<file path="src/rtl/cache_line_fill_writer_pkg.sv">
// Shared types for the cache line fill writer.
package cache_line_fill_writer_pkg;

    typedef enum logic [1:0] {
        ST_INIT = 2'd0,
        ST_IDLE = 2'd1,
        ST_FILL = 2'd2
    } fill_state_t;

endpackage : cache_line_fill_writer_pkg

</file>
<file path="src/rtl/cache_line_fill_writer_if.sv">
// Fill request, memory beat, RAM port B and status signals of the fill writer.
interface cache_line_fill_writer_if #(
    parameter int DATA_WIDTH = 32,
    parameter int DEPTH      = 512,
    parameter int LINE_W     = 8
);
    localparam int ADDR_W = $clog2(DEPTH);
    localparam int OFF_W  = $clog2(LINE_W);
    localparam int IDX_W  = ADDR_W - OFF_W;

    logic                  fill_start;
    logic [IDX_W-1:0]      fill_index;
    logic [OFF_W-1:0]      fill_offset;
    logic                  fill_ready;
    logic                  beat_valid;
    logic [DATA_WIDTH-1:0] beat_data;
    logic                  beat_ready;
    logic                  ram_en_b;
    logic                  ram_we_b;
    logic [ADDR_W-1:0]     ram_addr_b;
    logic [DATA_WIDTH-1:0] ram_data_b;
    logic                  crit_valid;
    logic [DATA_WIDTH-1:0] crit_data;
    logic                  fill_done;
    logic                  init_done;

    // The fill writer itself.
    modport slave (
        input  fill_start, fill_index, fill_offset, beat_valid, beat_data,
        output fill_ready, beat_ready, ram_en_b, ram_we_b, ram_addr_b, ram_data_b,
               crit_valid, crit_data, fill_done, init_done
    );

    // Requester / memory side.
    modport master (
        output fill_start, fill_index, fill_offset, beat_valid, beat_data,
        input  fill_ready, beat_ready, ram_en_b, ram_we_b, ram_addr_b, ram_data_b,
               crit_valid, crit_data, fill_done, init_done
    );

endinterface : cache_line_fill_writer_if

</file>
<file path="src/rtl/cache_line_fill_writer.sv">
// Drives port B of the line RAM: zero sweep after reset, then critical-word-first
// line fills with offset wrap-around inside the line.
module cache_line_fill_writer
    import cache_line_fill_writer_pkg::*;
#(
    parameter int DATA_WIDTH = 32,
    parameter int DEPTH      = 512,
    parameter int LINE_W     = 8
) (
    input  logic                     clk,
    input  logic                     rst,
    cache_line_fill_writer_if.slave  bus
);
    localparam int ADDR_W = $clog2(DEPTH);
    localparam int OFF_W  = $clog2(LINE_W);
    localparam int IDX_W  = ADDR_W - OFF_W;

    fill_state_t           state_q, state_d;
    logic [ADDR_W-1:0]     sweep_q;
    logic [IDX_W-1:0]      index_q;
    logic [OFF_W-1:0]      offset_q;
    logic [OFF_W-1:0]      beat_cnt_q;
    logic                  crit_valid_q;
    logic                  fill_done_q;
    logic [DATA_WIDTH-1:0] crit_data_q;

    logic                  ram_en, ram_we;
    logic [ADDR_W-1:0]     ram_addr;
    logic [DATA_WIDTH-1:0] ram_data;
    logic                  fill_ready, beat_ready;
    logic                  beat_fire, first_beat, last_beat;

    assign beat_fire  = (state_q == ST_FILL) && bus.beat_valid;
    assign first_beat = beat_fire && (beat_cnt_q == '0);
    assign last_beat  = beat_fire && (beat_cnt_q == OFF_W'(LINE_W - 1));

    // NOTE: every output of this block gets a default before the case so no
    // path through it can leave a signal unassigned and infer a latch.
    always_comb begin
        state_d    = state_q;
        ram_en     = 1'b0;
        ram_we     = 1'b0;
        ram_addr   = '0;
        ram_data   = '0;
        fill_ready = 1'b0;
        beat_ready = 1'b0;
        case (state_q)
            ST_INIT: begin
                ram_en   = 1'b1;
                ram_we   = 1'b1;
                ram_addr = sweep_q;
                if (sweep_q == ADDR_W'(DEPTH - 1)) state_d = ST_IDLE;
            end
            ST_IDLE: begin
                fill_ready = 1'b1;
                if (bus.fill_start) state_d = ST_FILL;
            end
            ST_FILL: begin
                beat_ready = 1'b1;
                if (bus.beat_valid) begin
                    // Write lands on this edge; the RAM is write-first.
                    ram_en   = 1'b1;
                    ram_we   = 1'b1;
                    ram_addr = {index_q, offset_q};
                    ram_data = bus.beat_data;
                    if (last_beat) state_d = ST_IDLE;
                end
            end
            default: state_d = ST_INIT;
        endcase
    end

    // NOTE: sequential state uses non-blocking assignments so every register
    // samples the pre-edge value of its neighbours regardless of statement order.
    always_ff @(posedge clk) begin
        if (rst) begin
            state_q      <= ST_INIT;
            sweep_q      <= '0;
            index_q      <= '0;
            offset_q     <= '0;
            beat_cnt_q   <= '0;
            crit_valid_q <= 1'b0;
            fill_done_q  <= 1'b0;
            crit_data_q  <= '0;
        end else begin
            state_q      <= state_d;
            crit_valid_q <= first_beat;
            fill_done_q  <= last_beat;
            if (state_q == ST_INIT) sweep_q <= sweep_q + 1'b1;
            if (state_q == ST_IDLE && bus.fill_start) begin
                index_q    <= bus.fill_index;
                offset_q   <= bus.fill_offset;
                beat_cnt_q <= '0;
            end
            if (beat_fire) begin
                // Offset wraps naturally at LINE_W, keeping beats inside the line.
                offset_q   <= offset_q + 1'b1;
                beat_cnt_q <= beat_cnt_q + 1'b1;
            end
            if (first_beat) crit_data_q <= bus.beat_data;
        end
    end

    assign bus.ram_en_b   = ram_en;
    assign bus.ram_we_b   = ram_we;
    assign bus.ram_addr_b = ram_addr;
    assign bus.ram_data_b = ram_data;
    assign bus.fill_ready = fill_ready;
    assign bus.beat_ready = beat_ready;
    assign bus.crit_valid = crit_valid_q;
    assign bus.crit_data  = crit_data_q;
    assign bus.fill_done  = fill_done_q;
    assign bus.init_done  = (state_q != ST_INIT);

endmodule : cache_line_fill_writer

</file>
<file path="src/flat_wrapper.sv">
// flat-port wrapper written by rule: the top's interface ports become plain ports
module cache_line_fill_writer_flat import cache_line_fill_writer_pkg::*;
#(
    parameter int DATA_WIDTH = 32,
    parameter int DEPTH      = 512,
    parameter int LINE_W     = 8
)
  (clk, rst, bus_fill_start, bus_fill_index, bus_fill_offset, bus_beat_valid, bus_beat_data, bus_fill_ready, bus_beat_ready, bus_ram_en_b, bus_ram_we_b, bus_ram_addr_b, bus_ram_data_b, bus_crit_valid, bus_crit_data, bus_fill_done, bus_init_done);
  cache_line_fill_writer_if #(.DATA_WIDTH(DATA_WIDTH), .DEPTH(DEPTH), .LINE_W(LINE_W)) bus_i ();
  input  logic clk;
  input  logic rst;
  input wire logic [$bits(bus_i.fill_start)-1:0] bus_fill_start;
  input wire logic [$bits(bus_i.fill_index)-1:0] bus_fill_index;
  input wire logic [$bits(bus_i.fill_offset)-1:0] bus_fill_offset;
  input wire logic [$bits(bus_i.beat_valid)-1:0] bus_beat_valid;
  input wire logic [$bits(bus_i.beat_data)-1:0] bus_beat_data;
  output wire logic [$bits(bus_i.fill_ready)-1:0] bus_fill_ready;
  output wire logic [$bits(bus_i.beat_ready)-1:0] bus_beat_ready;
  output wire logic [$bits(bus_i.ram_en_b)-1:0] bus_ram_en_b;
  output wire logic [$bits(bus_i.ram_we_b)-1:0] bus_ram_we_b;
  output wire logic [$bits(bus_i.ram_addr_b)-1:0] bus_ram_addr_b;
  output wire logic [$bits(bus_i.ram_data_b)-1:0] bus_ram_data_b;
  output wire logic [$bits(bus_i.crit_valid)-1:0] bus_crit_valid;
  output wire logic [$bits(bus_i.crit_data)-1:0] bus_crit_data;
  output wire logic [$bits(bus_i.fill_done)-1:0] bus_fill_done;
  output wire logic [$bits(bus_i.init_done)-1:0] bus_init_done;
  assign bus_i.fill_start = bus_fill_start;
  assign bus_i.fill_index = bus_fill_index;
  assign bus_i.fill_offset = bus_fill_offset;
  assign bus_i.beat_valid = bus_beat_valid;
  assign bus_i.beat_data = bus_beat_data;
  assign bus_fill_ready = bus_i.fill_ready;
  assign bus_beat_ready = bus_i.beat_ready;
  assign bus_ram_en_b = bus_i.ram_en_b;
  assign bus_ram_we_b = bus_i.ram_we_b;
  assign bus_ram_addr_b = bus_i.ram_addr_b;
  assign bus_ram_data_b = bus_i.ram_data_b;
  assign bus_crit_valid = bus_i.crit_valid;
  assign bus_crit_data = bus_i.crit_data;
  assign bus_fill_done = bus_i.fill_done;
  assign bus_init_done = bus_i.init_done;
  cache_line_fill_writer #(.DATA_WIDTH(DATA_WIDTH), .DEPTH(DEPTH), .LINE_W(LINE_W)) u_core (.clk(clk), .rst(rst), .bus(bus_i));
endmodule
</file>
<file path="config.mk">
export PLATFORM = sky130hd
export DESIGN_NAME = cache_line_fill_writer_flat
export DESIGN_NICKNAME = d
export VERILOG_FILES = /design/src/rtl/cache_line_fill_writer_pkg.sv /design/src/rtl/cache_line_fill_writer_if.sv /design/src/rtl/cache_line_fill_writer.sv /design/src/flat_wrapper.sv
export SDC_FILE = /design/constraint.sdc
export NUM_CORES = 1
export LEC_CHECK = 0
export BUFFER_PORTS_ARGS = -buffer_cell sky130_fd_sc_hd__buf_2
export CORE_ASPECT_RATIO = 1.25
export CORE_UTILIZATION = 45
export CTS_CLUSTER_SIZE = 10
export DETAILED_ROUTE_END_ITERATION = 10
export GPL_ROUTABILITY_DRIVEN = 0
export PLACE_DENSITY = 0.8
export SLEW_MARGIN = 30
export SYNTH_ARGS = -nofsm -noshare
export SYNTH_HDL_FRONTEND = slang
export SYNTH_SLANG_ARGS = --single-unit
</file>
<file path="constraint.sdc">
create_clock -name clk -period 2.09 [get_ports clk]
set_input_delay 0.209 -clock clk [delete_from_list [all_inputs] [get_ports clk]]
set_output_delay 0.209 -clock clk [all_outputs]
set_load 0.01 [all_outputs]
</file>
==> summary.txt <==
Register bit total from synthesis = 57
Number of nets produced by synthesis = 306
Core area = 0.00512 mm2
Sum of routed wire length over all layers = 6.04 mm
Quantity of hold-fixing buffers added after cts = 0
Drt wl/cell = 13.6 um
Data arrival time of the worst path = 1.74 ns
Distinct cell type count of the synthesized netlist = 35
Number of pins with negative max-slew slack in the final report = 0
Net count, final = 427
CTS tree = yes
Layout overhead on the synthesized area = 36.4%
Effective utilization at floorplan = 46.9%
Total clock buffers created by CTS = 9
Total negative slack for setup checks = 0 ns
Maximum fanout count along the critical path = 22
Synth top cells by count = sky130_fd_sc_hd__dfxtp_1 (57), sky130_fd_sc_hd__a22o_1 (40), sky130_fd_sc_hd__and2_1 (32)
Power density relative to cell area = 701 mW/mm2
Cell count after synthesis = 255
Async SR Flop Fraction = 0%
Share of total power consumed by net switching = 21.4%
Vert. Die Dim = 83.6 um
Total of endpoints with negative setup slack in the final report = 0
Pre-antenna DRT Iters = 5
Power share of the combinational group = 4.3%
Net Switching = 490 uW
Run status = finished, final reports clean
Worst slew pin tran = 0.534 ns
Number of remaining DRC errors = 0
Antenna viol nets, final = 0
Number of flops mapped to enable cells by yosys = 0
I/O Pins = 125
Final Power = 2.29 mW
Dominant cell by count in the synthesized netlist = sky130_fd_sc_hd__dfxtp_1
Clock sinks = 57
Clock insertion delay at the later pin of the skew report = 0.33 ns
Endpoints failing hold = 0
Portion of synthesized cell area occupied by the leading cell type = 47.6%
Internal power = 1.80 mW
Die outline area = 0.00563 mm2
Aggregate global-route resource usage = 22.3%
Maximum level of the CTS H-tree = 3
Detailed Route Iter0 Violations = 139
Critical path endpoint category = output port
Fraction of layout instances using a drive strength above 1 = 39.1%
Fin crit period = 1.94 ns
Number of global-route vias before repair = 2128
Buffer depth of the longest clock path = 2
Sequential cell area fraction in the yosys report = 47.6%
Clock-pin transition on the worst setup and hold timing paths = 0.07 ns
Max Clock Freq = 514 MHz
DR vias = 2386
Worst setup path category = reg2out
Vias/cell = 5.39
Required time of the critical path = 1.88 ns
Worst hold-check path type = in2reg
First-pass GRT wire length = 9.52 mm
Count of antenna diodes in the layout = 0
Headroom to the max-slew limit = 64.3%
Cell types with the largest area share after synthesis = sky130_fd_sc_hd__dfxtp_1 (48%), sky130_fd_sc_hd__a22o_1 (15%), sky130_fd_sc_hd__and2_1 (8.3%)
Floorplan die width = 67.3 um
Post-synth top area cell = sky130_fd_sc_hd__dfxtp_1
Largest net degree at the start of global routing = 34
Total global routing overflow = 0
Share of the cycle needed by the critical path after routing = 93.0%
Leakage power = 1.63 nW
Number of antenna violations at the first check in global routing = 0
Number of synthesis warnings = 0
CP startpoint kind = flip-flop
Unrepaired setup endpoints after global routing = false
Netlist area before placement = 0.00240 mm2
Part of the power in the clock network = 47.8%
Max-cap check violation count = 0
Post-detailed-placement half-perimeter wirelength = 4.41 mm
IO Port Bufs = 124
Largest vdd supply drop = 0.397 mV
Core Rows = 29
Sequential group share of total power = 47.9%
Worst Clk Skew = 0.00597 ns
Dominant register cell in the synthesized netlist = sky130_fd_sc_hd__dfxtp_1
Mean post-synth cell area = 9.41 um2
Root buffer cell = sky130_fd_sc_hd__clkbuf_8
cells in the final DEF, fill, tap and decap left out:
master                       netlist  layout
sky130_fd_sc_hd__clkinvlp_4        0       1
sky130_fd_sc_hd__clkbuf_1         13       1
sky130_fd_sc_hd__buf_4             1       7
sky130_fd_sc_hd__a221oi_1          1       1
sky130_fd_sc_hd__o31ai_1           3       3
sky130_fd_sc_hd__or3_1             3       3
sky130_fd_sc_hd__nand2_1          30      30
sky130_fd_sc_hd__and2_1           32      32
sky130_fd_sc_hd__a31oi_2           0       1
sky130_fd_sc_hd__a211oi_1          2       2
sky130_fd_sc_hd__dfxtp_2           0       1
sky130_fd_sc_hd__nor2b_1           2       2
sky130_fd_sc_hd__ha_1              6       6
sky130_fd_sc_hd__xnor2_1           2       2
sky130_fd_sc_hd__or4_1             3       3
sky130_fd_sc_hd__a31oi_1           2       1
sky130_fd_sc_hd__clkinv_2          0       3
sky130_fd_sc_hd__nand3_1           4       4
sky130_fd_sc_hd__clkbuf_8          0       9
sky130_fd_sc_hd__nand2b_1          1       1
sky130_fd_sc_hd__and3b_1           2       2
sky130_fd_sc_hd__o21ai_0           3       3
sky130_fd_sc_hd__nor4b_4           1       1
sky130_fd_sc_hd__nor3b_1           2       2
sky130_fd_sc_hd__a21oi_1          18      18
sky130_fd_sc_hd__nor3_1            2       2
sky130_fd_sc_hd__dfxtp_1          57      56
sky130_fd_sc_hd__a311oi_1          1       1
sky130_fd_sc_hd__bufinv_16         0       2
sky130_fd_sc_hd__nand4_1           1       1
sky130_fd_sc_hd__a22o_1           40      40
sky130_fd_sc_hd__o211ai_1          1       1
sky130_fd_sc_hd__inv_1             6       6
sky130_fd_sc_hd__nand3b_1          2       2
sky130_fd_sc_hd__nor2_1            5       5
sky130_fd_sc_hd__buf_2             4     124
sky130_fd_sc_hd__or3b_1            1       1
sky130_fd_sc_hd__o21bai_1          1       1
power by group through the flow:
stage / Sequential, mW / Combinational, mW / Clock, mW
final: 1.10 / 0.0984 / 1.10
after global routing: 1.10 / 0.109 / 1.18
after CTS: 1.10 / 0.0991 / 1.12
after detailed placement: 1.12 / 0.0979 / 0
after global placement: 1.12 / 0.0990 / 0
after floorplan: 1.12 / 0.0378 / 0
metrics by stage:
step / util, % / hold WS, ns / area [um2] / setup WS (ns) / std cells
2_1_floorplan: - / 0.335 / 2400 / 0.482 / 255
3_3_place_gp: 59.8 / 0.430 / 3060 / 0.486 / 427
3_5_place_dp: 59.8 / 0.435 / 3060 / 0.455 / 427
4_1_cts: 63.9 / 0.0833 / 3270 / 0.119 / 443
5_1_grt: 63.9 / 0.0900 / 3270 / 0.0255 / 443
6_report: 63.9 / 0.0981 / 3270 / 0.146 / 443
cell families (layout without fill, tap and decap cells):
family | after synthesis | in the layout | synth area share, %
fa+ha+maj | 6 | 6 | 3.13
xor+xnor | 2 | 2 | 0.730
compound gates | 72 | 72 | 22.4
simple gates | 91 | 91 | 21.2
buf+inv | 27 | 153 | 4.96
flops | 57 | 57 | 47.6
final cells by class:
type,count,area (um2)
clock buffers,10,128
clock inverters,6,82.6
fillers,438,1850
inverters,6,22.5
multi-input cells,171,1140
flip-flops and latches,57,1140
well taps,62,77.6
repair buffers,131,673
state kept, by name, summed over array words and instances, names as in the netlist:
register / count
u_core.bus.fill_done: 1
u_core.bus.crit_valid: 1
u_core.bus.crit_data: 32
u_core.offset_q: 3
u_core.sweep_q: 9
u_core.index_q: 6
u_core.beat_cnt_q: 3
u_core.state_q: 2
path summary, 6_finish.rpt:
check / startpoint / to / slack, ns / cells past startpoint
setup / recovery: u_core.state_q[0]$_SDFFE_PP0P_ / bus_ram_data_b[11] / 0.15 / 5
hold / removal: bus_beat_data[1] / u_core.bus.crit_data[1]$_SDFFE_PP0P_ / 0.1 / 2
setup reg to reg: u_core.state_q[0]$_SDFFE_PP0P_ / u_core.bus.crit_data[16]$_SDFFE_PP0P_ / 0.42 / 5
hold reg to reg: u_core.index_q[3]$_SDFFE_PP0P_ / u_core.index_q[3]$_SDFFE_PP0P_ / 0.46 / 2
per-layer routing:
metal	vias up	part of all wire, %	GRT usage, %
met2	102	51	39.9
met4	0	1.7	11.0
li1	1148	-	-
met3	9	6.6	5.19
met1	1127	41	23.1
met5	-	0	0
repair_timing:
item,in CTS,in global routing
buffers inserted,0,0
resized for setup,0,1
endpoints found under the setup margin,0,2
worst max-delay path: stages (launching register included):
cell and delay [ns]:
sky130_fd_sc_hd__dfxtp_1 0.49, sky130_fd_sc_hd__and3b_1 0.23, sky130_fd_sc_hd__buf_4 0.17, sky130_fd_sc_hd__buf_4 0.20, sky130_fd_sc_hd__and2_1 0.17, sky130_fd_sc_hd__buf_2 0.13
(Power assumes the default switching activity.)
